<file path="config.mk">
export PLATFORM = sky130hd
export DESIGN_NAME = rf_wb_arbiter
export DESIGN_NICKNAME = d
export VERILOG_FILES = /design/src/rtl/rf_wb_arbiter.sv
export SDC_FILE = /design/constraint.sdc
export NUM_CORES = 1
export LEC_CHECK = 0
export BUFFER_PORTS_ARGS = -buffer_cell sky130_fd_sc_hd__buf_4
export CAP_MARGIN = 20
export CORE_UTILIZATION = 40
export DETAILED_ROUTE_END_ITERATION = 10
export GPL_ROUTABILITY_DRIVEN = 0
export SLEW_MARGIN = 20
export SYNTH_ARGS = -nofsm -noshare
export SYNTH_HDL_FRONTEND = slang
export SYNTH_SLANG_ARGS = --single-unit
export TNS_END_PERCENT = 10
</file>
<file path="constraint.sdc">
create_clock -name clk -period 5.77 [get_ports clk]
set_input_delay 0.8655 -clock clk [delete_from_list [all_inputs] [get_ports clk]]
set_output_delay 0.8655 -clock clk [all_outputs]
set_load 0.05 [all_outputs]
</file>
<file path="src/rtl/rf_wb_arbiter.sv">
// Merges pipe-0, pipe-1 and long-latency writebacks onto two register-file write ports.
// Pipe writes are combinational. Queued results reach a port no earlier than 1 cycle after acceptance.
// ll_ready drops when the queue is full. Option RF_WB_WAW_SQUASH_EN kills queued entries overwritten by a pipe.
module rf_wb_arbiter #(
    parameter int LL_DEPTH = 4
) (
    input  logic                        clk,
    input  logic                        reset,
    input  logic                        p0_we,
    input  logic [4:0]                  p0_waddr,
    input  logic [31:0]                 p0_wdata,
    input  logic                        p1_we,
    input  logic [4:0]                  p1_waddr,
    input  logic [31:0]                 p1_wdata,
    input  logic                        ll_valid,
    output logic                        ll_ready,
    input  logic [4:0]                  ll_waddr,
    input  logic [31:0]                 ll_wdata,
    output logic                        we_01,
    output logic [4:0]                  waddr_01,
    output logic [31:0]                 wdata_01,
    output logic                        we_02,
    output logic [4:0]                  waddr_02,
    output logic [31:0]                 wdata_02,
    output logic [$clog2(LL_DEPTH):0]   pend_count,
    output logic [31:0]                 pend_mask
);
    localparam int AW = $clog2(LL_DEPTH);
    localparam int CW = AW + 1;
    localparam logic [CW-1:0] DEPTH_C = CW'(LL_DEPTH);

    logic [4:0]          q_addr [LL_DEPTH];
    logic [31:0]         q_data [LL_DEPTH];
    logic [LL_DEPTH-1:0] q_live;
    logic [AW-1:0]       rd_ptr, wr_ptr, rd_ptr2;
    logic [CW-1:0]       count;

    logic                p0e, p1e, has1, has2, enq;
    logic [1:0]          pops;
    logic [LL_DEPTH-1:0] occ, drain, kill;
    logic [AW-1:0]       off;

    assign p0e     = p0_we && (p0_waddr != 5'd0);
    assign p1e     = p1_we && (p1_waddr != 5'd0);
    assign has1    = (count != '0);
    assign has2    = (count >= CW'(2));
    assign rd_ptr2 = rd_ptr + AW'(1);

    // Readiness is purely registered state; reset only masks it.
    assign ll_ready   = ~reset && (count < DEPTH_C);
    assign enq        = ll_valid && ll_ready && (ll_waddr != 5'd0);
    assign pend_count = reset ? '0 : count;

    // Port assignment: oldest writer on port 1; dead entries still consume their slot.
    always_comb begin
        we_01    = 1'b0;
        waddr_01 = '0;
        wdata_01 = '0;
        we_02    = 1'b0;
        waddr_02 = '0;
        wdata_02 = '0;
        pops     = 2'd0;
        if (!reset) begin
            if (p0e && p1e) begin
                we_01 = 1'b1; waddr_01 = p0_waddr; wdata_01 = p0_wdata;
                we_02 = 1'b1; waddr_02 = p1_waddr; wdata_02 = p1_wdata;
            end else if (p0e || p1e) begin
                we_02    = 1'b1;
                waddr_02 = p0e ? p0_waddr : p1_waddr;
                wdata_02 = p0e ? p0_wdata : p1_wdata;
                if (has1) begin
                    pops = 2'd1;
                    if (q_live[rd_ptr]) begin
                        we_01 = 1'b1; waddr_01 = q_addr[rd_ptr]; wdata_01 = q_data[rd_ptr];
                    end
                end
            end else begin
                if (has1) begin
                    pops = 2'd1;
                    if (q_live[rd_ptr]) begin
                        we_01 = 1'b1; waddr_01 = q_addr[rd_ptr]; wdata_01 = q_data[rd_ptr];
                    end
                end
                if (has2) begin
                    pops = 2'd2;
                    if (q_live[rd_ptr2]) begin
                        we_02 = 1'b1; waddr_02 = q_addr[rd_ptr2]; wdata_02 = q_data[rd_ptr2];
                    end
                end
            end
        end
    end

    always_comb begin
        occ       = '0;
        drain     = '0;
        kill      = '0;
        off       = '0;
        pend_mask = '0;
        for (int i = 0; i < LL_DEPTH; i++) begin
            off      = AW'(i) - rd_ptr;
            occ[i]   = ({1'b0, off} < count);
            drain[i] = ({1'b0, off} < CW'(pops));
`ifdef RF_WB_WAW_SQUASH_EN
            // Only entries already queued and staying queued can be overtaken by a pipe write.
            kill[i]  = occ[i] && !drain[i] &&
                       ((p0e && (q_addr[i] == p0_waddr)) || (p1e && (q_addr[i] == p1_waddr)));
`endif
            if (occ[i] && q_live[i])
                pend_mask[q_addr[i]] = 1'b1;
        end
        if (reset)
            pend_mask = '0;
    end

    always_ff @(posedge clk) begin
        if (reset) begin
            rd_ptr <= '0;
            wr_ptr <= '0;
            count  <= '0;
            q_live <= '0;
        end else begin
            rd_ptr <= rd_ptr + AW'(pops);
            wr_ptr <= wr_ptr + AW'(enq);
            count  <= count + CW'(enq) - CW'(pops);
            q_live <= q_live & ~kill;
            if (enq)
                q_live[wr_ptr] <= 1'b1;
        end
    end

    always_ff @(posedge clk) begin
        if (enq) begin
            q_addr[wr_ptr] <= ll_waddr;
            q_data[wr_ptr] <= ll_wdata;
        end
    end

endmodule
</file>
# Word-level counts from Yosys, hierarchy flattened
# Memories as Yosys holds them, arrays and structs flattened. A register that Yosys moved wholly into a read port is not among the register bits.
# Cells that the tools add are included.
[word_totals]
n_memories = 2
mem_bits_rw = 148
reg_bits = 11
in_bits = 116
[op_classes]
reduce_logical = 20
mux = 58
bitwise = 5
order_cmp = 18
n_addsub = 9
[memory_table]
columns = ["name", "words", "width", "read_ports", "rd_ports_with_merged_regs", "wr", "line", "rtl"]
rows = [
  ["q_data", 4, 32, 2, 1, 1, "33", "logic [31:0] q_data [LL_DEPTH];"],
  ["q_addr", 4, 5, 6, 1, 1, "32", "logic [4:0] q_addr [LL_DEPTH];"],
]
[op_table]
columns = ["operator", "n"]
rows = [
  ["two-way mux 32 bit", 15],
  ["OR 32 bit", 3],
  ["two-way mux 5 bit", 10],
  ["< comparator 5 x 6 -> 1 bit, second input constant", 4],
  ["demux 1 bit (select 5 bit)", 4],
  [">= comparator 5 x 1 -> 1 bit, second input constant", 4],
  ["two-way mux 1 bit", 19],
  ["logical AND 1 bit", 15],
  ["nonzero test 5 bit", 3],
  ["< comparator 2 x 3 -> 1 bit", 4],
  ["two-way mux 2 bit", 6],
  ["< comparator 2 x 3 -> 1 bit, second input constant", 3],
  ["binary-select mux 1 bit (select 2 bit)", 2],
  ["OR 4 bit", 1],
  ["subtractor 1 x 2 -> 2 bit, first input constant", 2],
  ["subtractor 2 bit, first input constant", 2],
  ["adder 3 x 1 -> 3 bit", 1],
  [">= comparator 3 x 2 -> 1 bit, second input constant", 1],
  ["< comparator 3 bit, second input constant", 1],
  ["two-way mux 3 bit", 1],
  ["nonzero test 3 bit", 1],
  ["subtractor 3 x 2 -> 3 bit", 1],
  ["adder 2 x 1 -> 2 bit", 1],
  ["adder 2 x 1 -> 2 bit, second input constant", 1],
  ["5 further kinds", 5],
]

# Longest topological paths before layout
# Gate-level depths: netlist of run 1.
# An unclocked memory read counts as a cell.
[depth]
word_depth = 13
mapped_depth = 12

# Worst setup path after synthesis of run 1
# No wires, ideal clock.
[synth_timing]
kind = "input to register"
from = "input reset"
to = "memory q_addr[0][0], enable pin"
n_path_buf = 1
path_slack_ps = 326
path_stages = 4
t_arrival_ps = 4956
setup_time_ps = 488
t_required_ps = 5282
path_cell_list = "clkbuf_1 > nor2_1 > o211a_1 > nor3b_1"
[synth_via]
elab_chain_len = 6
[synth_lines]
columns = ["item", "line", "rtl"]
rows = [
  ["start, declared", "8", "input logic reset,"],
  ["inverter 1 bit", "50", "assign ll_ready = ~reset && (count < DEPTH_C);"],
  ["logical AND 1 bit", "50", ""],
  ["named net ll_ready", "16", "output logic ll_ready,"],
  ["logical AND 1 bit (2 in series)", "51", "assign enq = ll_valid && ll_ready && (ll_waddr != 5'd0);"],
  ["named net enq", "38", "logic p0e, p1e, has1, has2, enq;"],
  ["two-way mux 1 bit", "133", "if (enq) begin"],
  ["two-way mux 1 bit (not written as such)", "134", "q_addr[wr_ptr] <= ll_waddr;"],
  ["end, declared", "32", ""],
]
# The timed path passes the listed nets, and every way through them passes these cells.

# Final worst setup path of run 1
[layout_timing]
from = "register rd_ptr[1]"
to = "output waddr_02[4]"
[layout_via]
elab_chain_len = 8
elab_cells_between_ends = 9
classes_between = "add/sub: 1; mux: 7; memory: 1"
[layout_lines]
columns = ["item", "line", "rtl"]
rows = [
  ["start, declared", "35", "logic [AW-1:0] rd_ptr, wr_ptr, rd_ptr2;"],
  ["start signal, assigned", "123", "rd_ptr <= rd_ptr + AW'(pops);"],
  ["adder 2 x 1 -> 2 bit (*)", "47", "assign rd_ptr2 = rd_ptr + AW'(1);"],
  ["binary-select mux 1 bit (select 2 bit)", "86", "if (q_live[rd_ptr2]) begin"],
  ["two-way mux 1 bit (not written as such)", "86", ""],
  ["two-way mux 5 bit (*)", "86", ""],
  ["two-way mux 5 bit (*)", "84", "if (has2) begin"],
  ["two-way mux 5 bit (*)", "67", "end else if (p0e || p1e) begin"],
  ["two-way mux 5 bit (*)", "64", "if (p0e && p1e) begin"],
  ["two-way mux 5 bit (*)", "63", "if (!reset) begin"],
  ["end, declared", "23", "output logic [4:0] waddr_02,"],
]
# Mark *: on every way between the ends. The rest lies on a longest branch, timed or not. The select of a mux whose other input is x is not followed.

==> results of run 1 <==
cell families after synthesis:
kind of cell | share of synthesized area [%]
flops | 48.6
simple gates | 12.6
fa+ha+maj | 1.12
compound gates | 14.8
buf+inv | 4.35
mux | 17.9
xor+xnor | 0.534
critical path: cells and delay by family, from the launching register on:
kind	cells	cell delay [ns]
AO/OA/AOI/OAI	2	0.92
buffers and inverters	2	0.76
flip-flops	1	0.74
multiplexers	1	0.37
AND/OR/NAND/NOR	2	0.31
metal layers:
layer / vias up / global-route usage, % / wire length [µm]
met5: - / 0 / 0
met4: 0 / 9.66 / 833
met3: 52 / 3.85 / 2220
met2: 414 / 38.3 / 14100
met1: 3881 / 31.1 / 11500
li1: 3552 / - / -
cell usage after synthesis (4+ instances only):
cell type and count:
nor3b_1 11, a221oi_1 37, nand2_1 94, a22oi_1 22, ha_1 7, a21oi_1 46, a31oi_1 20, clkbuf_1 43
a32oi_1 21, edfxtp_1 148, xnor2_1 4, nand3b_1 4, and3_1 5, buf_1 6, nor3_1 9, nand3_1 30
dfxtp_1 11, nor2_1 63, buf_4 8, inv_1 9, mux4_2 76, o21a_1 7, buf_2 19, nor2b_1 5
and3b_1 5, o21ai_0 42
cell type report:
type	count	area, µm²
antenna	1	2.50
clock buffer	17	425
clock inverter	15	221
fill	2153	11400
inverter	12	45.0
multi-input combinational	548	4560
sequential	159	4670
tap	319	399
timing repair buffer	241	1810
sequential cells by signal, summed over array words and instances, names as in the netlist:
name    flops
q_addr     20
rd_ptr      2
count       3
q_live      4
q_data    128
wr_ptr      2
where the power goes:
group | total (mW) | internal [mW] | switching [mW]
clock | 1.21 | 0.740 | 0.473
combinational | 1.17 | 0.522 | 0.643
sequential | 1.44 | 1.32 | 0.121
total | 3.82 | 2.58 | 1.24
through the flow:
stage	setup slack (ns)	utilization, %	power (mW)	instance area [µm²]
final	1.32	51.5	3.82	12100
after global routing	0.973	51.5	3.98	12100
after CTS	1.32	51.5	3.85	12100
after detailed placement	1.42	48.7	2.63	11500
after global placement	1.45	48.7	2.62	11500
after floorplan	0.326	-	2.30	9600
how the worst max path moves through the flow:
stage                        endpoint  slack, ns  depth (start not counted)
2_1_floorplan  q_addr[0][0]$_DFFE_PP_       0.33                          4
3_3_place_gp              waddr_02[4]       1.45                          7
3_5_place_dp              waddr_01[0]       1.42                          8
4_1_cts                   waddr_02[4]       1.32                          7
5_1_grt                 pend_mask[21]       0.97                          7
6_report                  waddr_02[4]       1.32                          7
==> results.toml, run 1 <==
[setup_path]
crit_path_start = "rd_ptr[1]$_SDFF_PP0_"
rr_worst_depth = 4
r2r-start = "rd_ptr[0]$_SDFF_PP0_"
critical_path.cell_chain = "buf_4 -> mux4_2 -> o21ai_1 -> nor2_8 -> a221oi_1 -> nor3_1 -> buf_4"
cpMostUsedCell = "buf_4"
required_ns = 4.90
path_max_fanout = 45
reg2reg_setup_slack_ns = 3.31
endpoint_kind = "output pin"
arrival_ns = 3.58
crit_type = "reg2out"
cp_slowest_stage_delay_ns = 0.74
cpMaxStageDelayCell = "dfxtp_4"
start_kind = "register"
r2r_end = "rd_ptr[1]$_SDFF_PP0_"

[layout]
drive_gt1_share_pct = 37.6
num-nets-final = 1103
final_cell_mix = "buf_4 (241), edfxtp_1 (148), nand2_1 (94), mux4_2 (76), nor2_1 (62)"
layout_commonest_cell = "buf_4"
area_delta_synth_final_pct = 26.3
layout.cells.non_filler = 1312

[routing]
wl_um = 28600
drt_pass1_iterations = 6
ant_nets = 0
wire_per_inst_um = 21.8
drt-initial-drc-count = 777
vias_per_cell = 6.02
vias = 7899
route.detailed.drc = 0

[global_route]
grt_pass1_wl_um = 43000
grt_usage_pct = 23.4
grt_pass1_vias = 7548
grt_max_degree = 55
antenna_found_initial = 1
grt-ovfl-total = 0

[timing]
rsz0062_at_grt = "false"
whs_ns = 0.541
timing_hold_violations_final = 0
clock_skew_ns = 0.0108
worstMarginPinSlew_ns = 1.04
max_freq_mhz = 225
finalCriticalPeriod_ns = 4.45
setup_viol = 0
maxSlewHeadroom_pct = 30.8
finalMaxSlewViolations = 0
fin_crit_sh_pct = 77.1
final.setup.tns_ns = 0

[place]
portBuffers = 227
hpwl_um = 19800
place_inst = 1279

[die]
die_h_um = 157
core_area_um2 = 23500
dieArea_um2 = 24600
start_util_pct = 40.8
io_pins = 228
die_w_um = 157
rows = 56

[synth]
ys_ff_latch = 159
avgSynthCellArea_um2 = 12.0
synth.net_count = 922
syn_area_um2 = 9600
synthCells = 798
ys_seq_area_share_pct = 48.6
ys_warn_count = 0
ys.flop_type = "edfxtp_1"
yosysTopAreaCellShare_pct = 46.3
ys_async_sr_fraction_pct = 0
ys_top_cells_by_area = "edfxtp_1 (46%), mux4_2 (18%), nand2_1 (3.7%)"
netlist-cell-type-count = 57
yosysTopAreaCell = "edfxtp_1"
synth_edf_count = 148

[clock_network]
cts_resized = 0
cts.sinks = 159
post-cts-setup-buffers = 0
cts_buffers = 17
htree_num_levels = 4
ctsHoldBuffers = 0
insertion_delay_ns = 0.42
tritoncts = "built"
path_clk_slew_ns = 0.06
clock_path_buffers = 2
cts-root-buf = "clkbuf_16"

[worst_hold_path]
whs_path_depth = 2
hold_start = "q_live[0]$_SDFFE_PP0P_"
holdCritPathClass = "reg2reg"
min_to = "q_live[0]$_SDFFE_PP0P_"

[power]
p_per_area_nw_per_um2 = 315
ir_worst_vdd_uv = 194
p_leak_nw = 4.27

[flow_run]
max_cap_violations = 0

[run_status]
status = "completed"
No activity file was read; power rests on OpenSTA's default activity.
==> run 2: changes to the inputs <==
==> constraint.sdc (replaced) <==
create_clock -name clk -period 4.37 [get_ports clk]
set_input_delay 0.6555 -clock clk [delete_from_list [all_inputs] [get_ports clk]]
set_output_delay 0.6555 -clock clk [all_outputs]
set_load 0.05 [all_outputs]
==> run 2 against run 1 <==
  * Clock skew is 0.0039 ns lower
  * Critical endpoint is now pend_mask[0]
  * Non-clock buffer count up 7
  * Worst hold slack lost 0.11 ns
  * Total power up 28%
  * Worst setup slack got worse by 1.0 ns
  * First-iteration DRC count is 5.8% lower
  * Design area is 0.11% lower
  * Sequential share of layout area hardly changed
  * Global-route usage is 0.48 points higher
  * Combinational power is 35% higher
  * Register-to-register slack got worse by 1.4 ns
==> results.toml, run 2 (synthesis results as in run 1) <==
[layout]
post-route-util_pct = 51.5
largest_register_ffs = 128
reg_top3 = "q_data: 128 flops, q_addr: 20 flops, q_live: 4 flops"
nFillCells = 2111
num-nets-final = 1110
area_delta_synth_final_pct = 26.2
fin_area_um2 = 12100
final_cell_mix = "buf_4 (247), edfxtp_1 (148), nand2_1 (94), mux4_2 (76), nor2_1 (62)"
antennaDiodeCount = 0
multi_input_area_um2 = 4560
largest-register = "q_data"
ff_latch_area_um2 = 4670
layout.cells.non_filler = 1318
layout_commonest_cell = "buf_4"
drive_gt1_share_pct = 37.5

[routing]
drt_pass1_iterations = 6
vias = 7942
vias_per_cell = 6.03
route.detailed.drc = 0
ant_nets = 0
wire_per_inst_um = 21.9
wl_um = 28800
drt-initial-drc-count = 732

[setup_path]
required_ns = 3.71
start_kind = "register"
cp_slowest_stage_delay_ns = 0.77
critPathBufInv = 2
rr_worst_depth = 4
cpMaxStageDelayCell = "nor4b_2"
arrival_ns = 3.41
cp_top_family = "compound AO/OA/AOI/OAI gates"
crit_cells = 8
endpoint_kind = "output pin"
critical_path.cell_chain = "inv_1 -> ha_1 -> a21boi_1 -> o21a_1 -> nor4b_2 -> a22oi_1 -> a31oi_1 -> buf_4"
crit_type = "reg2out"
path_max_fanout = 38

[global_route]
grt_pass1_wl_um = 44100
use_met3_pct = 4.82
grt_usage_pct = 23.9
met1_usage_pct = 31.6
grt_pass1_vias = 7578
grt-ovfl-total = 0
grt.busiest_layer = "met2"
grt_max_degree = 55
gr-usage-met2_pct = 39.5
antenna_found_initial = 0

[place]
hpwl_um = 20100
place_area_um2 = 11500
dp_slack_ns = 0.595
place_inst = 1286
portBuffers = 227

[timing]
whs_ns = 0.429
setup_viol = 0
max_freq_mhz = 246
maxSlewHeadroom_pct = 30.3
clock_skew_ns = 0.00692
finalWorstSetupSlack_ns = 0.307
fin_crit_sh_pct = 93.0
finalCriticalPeriod_ns = 4.06
worstMarginPinSlew_ns = 1.05
finalMaxSlewViolations = 0
rsz0062_at_grt = "false"
timing_hold_violations_final = 0
final.setup.tns_ns = 0

[clock_network]
cts.sinks = 159
htree_num_levels = 4
cts_resized = 0
insertion_delay_ns = 0.42
ctsHoldBuffers = 0
cts_buffers = 17
cts-root-buf = "clkbuf_16"
post-cts-setup-buffers = 0
tritoncts = "built"
clock_path_buffers = 2
path_clk_slew_ns = 0.06

[power]
p_leak_nw = 4.27
switching_share_pct = 32.7
switching_power_mw = 1.60
ir_worst_vdd_uv = 261
p_int_mw = 3.29
total_power_mw = 4.88
power_frac_seq_pct = 38.4
clock_power_share_pct = 29.4
p_per_area_nw_per_um2 = 403
power_frac_comb_pct = 32.3

[flow_run]
max_cap_violations = 0

[run_status]
status = "completed"

[die]
start_util_pct = 40.8
core_area_um2 = 23500
die_h_um = 157
die_w_um = 157
dieArea_um2 = 24600
io_pins = 228
rows = 56

[worst_hold_path]
whs_path_depth = 1
holdCritPathClass = "in2reg"
-- run 2: path summary, 6_finish.rpt --
kind                            slack (ns)                   start                 endpoint
worst max-delay path                  0.31    rd_ptr[1]$_SDFF_PP0_             pend_mask[0]
worst min-delay path                  0.43            ll_wdata[11]  q_data[0][11]$_DFFE_PP_
worst max register to register        1.87     count[2]$_SDFF_PP0_  q_data[3][30]$_DFFE_PP_
worst min register to register        0.57  q_live[0]$_SDFFE_PP0P_   q_live[0]$_SDFFE_PP0P_
-- run 2: power by group through the flow --
stage | clock network, mW | logic, mW | registers [mW]
floorplan | 0 | 1.23 | 1.80
global placement | 0 | 1.57 | 1.90
detailed placement | 0 | 1.58 | 1.91
CTS | 1.45 | 1.59 | 1.87
global route | 1.52 | 1.70 | 1.89
finish | 1.43 | 1.58 | 1.87
-- run 2: layout make-up --
cell class                      instances  area share (%)
Multi-Input combinational cell        548            37.6
Sequential cell                       159            38.6
Tap cell                              319            3.29
Clock inverter                         12            1.12
Inverter                               12           0.372
Clock buffer                           20            3.60
Timing Repair Buffer                  248            15.5
-- run 2: per-layer routing --
metal	vias up	routed length [µm]	share of wire [%]
met4	0	583	2.0
met3	34	2010	7.0
met1	4031	12000	42
li1	3562	-	-
met5	-	0	0
met2	315	14300	49
==> run 3: changes to the inputs <==
--- a/config.mk
+++ b/config.mk
@@ -7,9 +7,10 @@
 export LEC_CHECK = 0
 export BUFFER_PORTS_ARGS = -buffer_cell sky130_fd_sc_hd__buf_4
 export CAP_MARGIN = 20
-export CORE_UTILIZATION = 40
+export CORE_UTILIZATION = 30
 export DETAILED_ROUTE_END_ITERATION = 10
 export GPL_ROUTABILITY_DRIVEN = 0
+export GPL_TIMING_DRIVEN = 0
 export SLEW_MARGIN = 20
 export SYNTH_ARGS = -nofsm -noshare
 export SYNTH_HDL_FRONTEND = slang
==> run 3 against run 2 <==
  * Sequential share of layout area decreased by 1.5 points
  * Core utilization decreased by 12 points
  * Worst hold slack got worse by 0.0038 ns
  * Clock-buffer cell count decreased by 2
  * Global-route usage decreased by 3.4 points
  * Final cell count increased by 11%
  * Wire length increased by 16%
  * Critical path type unchanged
==> results.toml, run 3 (synthesis results as in run 1) <==
[setup_path]
path_max_fanout = 19
cpMaxStageDelayCell = "nor4_2"
arrival_ns = 3.52
rr_worst_depth = 6
critical_path.cell_chain = "buf_2 -> clkbuf_4 -> inv_1 -> ha_1 -> a21boi_1 -> o21a_1 -> nor4_2 -> a32oi_1 -> o21ai_0 -> buf_4"
endpoint_kind = "output pin"
r2r-start = "count[2]$_SDFF_PP0_"
r2r_end = "q_data[0][20]$_DFFE_PP_"
crit_path_start = "rd_ptr[1]$_SDFF_PP0_"
start_kind = "register"
cp_slowest_stage_delay_ns = 0.78
required_ns = 3.71
crit_type = "reg2out"
reg2reg_setup_slack_ns = 1.95

[routing]
route.detailed.drc = 0
drt_pass1_iterations = 5
wl_um = 33500
vias_per_cell = 5.68
drt-initial-drc-count = 899
ant_nets = 0
wire_per_inst_um = 22.9
vias = 8309

[layout]
largest_register_ffs = 128
ff_latch_area_um2 = 4660
layout_commonest_cell = "buf_4"
reg_top3 = "q_data: 128 flops, q_addr: 20 flops, q_live: 4 flops"
nFillCells = 3028
area_delta_synth_final_pct = 31.1
drive_gt1_share_pct = 37.0
multi_input_area_um2 = 4570
num-nets-final = 1171
fin_area_um2 = 12600
layout.cells.non_filler = 1463
post-route-util_pct = 39.9
final_cell_mix = "buf_4 (234), edfxtp_1 (148), nand2_1 (94), mux4_2 (76), nor2_1 (62)"
largest-register = "q_data"

[timing]
finalMaxSlewViolations = 0
timing_hold_violations_final = 0
fin_crit_sh_pct = 95.6
rsz0062_at_grt = "false"
finalCriticalPeriod_ns = 4.18
setup_viol = 0
maxSlewHeadroom_pct = 36.1
max_freq_mhz = 239
whs_ns = 0.425
finalWorstSetupSlack_ns = 0.194
clock_skew_ns = 0.0106
worstMarginPinSlew_ns = 0.946
final.setup.tns_ns = 0

[global_route]
grt-ovfl-total = 0
grt_pass1_vias = 8280
antenna_found_initial = 2
grt_usage_pct = 20.5
grt_max_degree = 27
grt_pass1_wl_um = 50000

[clock_network]
insertion_delay_ns = 0.43
cts-root-buf = "clkbuf_16"
htree_num_levels = 4
path_clk_slew_ns = 0.07
cts_buffers = 17
tritoncts = "built"
clock_path_buffers = 2
cts.sinks = 159
post-cts-setup-buffers = 0

[run_status]
status = "completed"

[die]
start_util_pct = 30.4
io_pins = 228
core_area_um2 = 31600
rows = 65
die_h_um = 181
dieArea_um2 = 32700
die_w_um = 181

[worst_hold_path]
holdCritPathClass = "in2reg"
min_to = "q_data[0][24]$_DFFE_PP_"
whs_path_depth = 1
hold_start = "ll_wdata[24]"

[flow_run]
max_cap_violations = 0

[place]
dp_slack_ns = -0.192
place_inst = 1432
hpwl_um = 25000
portBuffers = 226
place_area_um2 = 11900

[power]
p_per_area_nw_per_um2 = 410
ir_worst_vdd_uv = 300
p_leak_nw = 4.45
total_power_mw = 5.16
==> run 3: changes by cell type in the layout (fill, tap and decap cells not counted), moves of 3 or more <==
cell / delta
buf_1: +4
buf_2: +18
buf_4: -13
buf_6: +4
clkbuf_1: +41
inv_8: +3
==> run 3: area by class of cell <==
type                       instances  area share [%]
inverter                          12           0.358
multi-input combinational        548            36.3
buffer                            77            2.92
antenna                            1          0.0199
tap                              402            3.99
clock inverter                    14            1.73
sequential                       159            37.0
timing repair buffer             232            14.3
clock buffer                      18            3.41
==> run 3: worst max path at each step <==
stage	end	slack (ns)	cells after the start
after floorplan	pend_mask[11]	0.35	10
after global placement	q_data[1][22]$_DFFE_PP_	-0.76	5
after detailed placement	pend_mask[11]	-0.19	11
after CTS	pend_mask[30]	0.15	10
after global routing	pend_mask[14]	0.03	10
final	pend_mask[14]	0.19	10
==> run 3: critical path, delay by kind of cell, from the launching register on <==
kind / cells / cell delay (ns)
flops: 1 / 0.34
buf+inv: 4 / 0.96
fa+ha+maj: 1 / 0.32
simple gates: 1 / 0.78
compound gates: 4 / 0.68
==> run 3: what timing repair did <==
item                                    4_1_cts  5_1_grt
hold buffers                                  0        0
endpoints found under the setup margin       32       19
gates resized for setup                       2        1
pin swaps                                     0        0
cloned                                        0        0
==> run 3: per-layer routing <==
| metal | share of wire [%] | routed length [µm] | track usage (%) | up-vias |
|---|---|---|---|---|
| met5 | 0.051 | 17 | 0 | - |
| met4 | 2.2 | 753 | 6.84 | 2 |
| met3 | 8.7 | 2920 | 4.88 | 56 |
| met2 | 48 | 16100 | 34.3 | 461 |
| met1 | 41 | 13700 | 26.0 | 4106 |
| li1 | - | - | - | 3684 |
==> run 3: report_power, final <==
part           internal [mW]  total (mW)  leakage [nW]  switching [mW]
sequential              1.74        1.78          1.43          0.0459
clock                  0.980        1.62         0.317           0.636
combinational          0.732        1.76          2.70            1.03
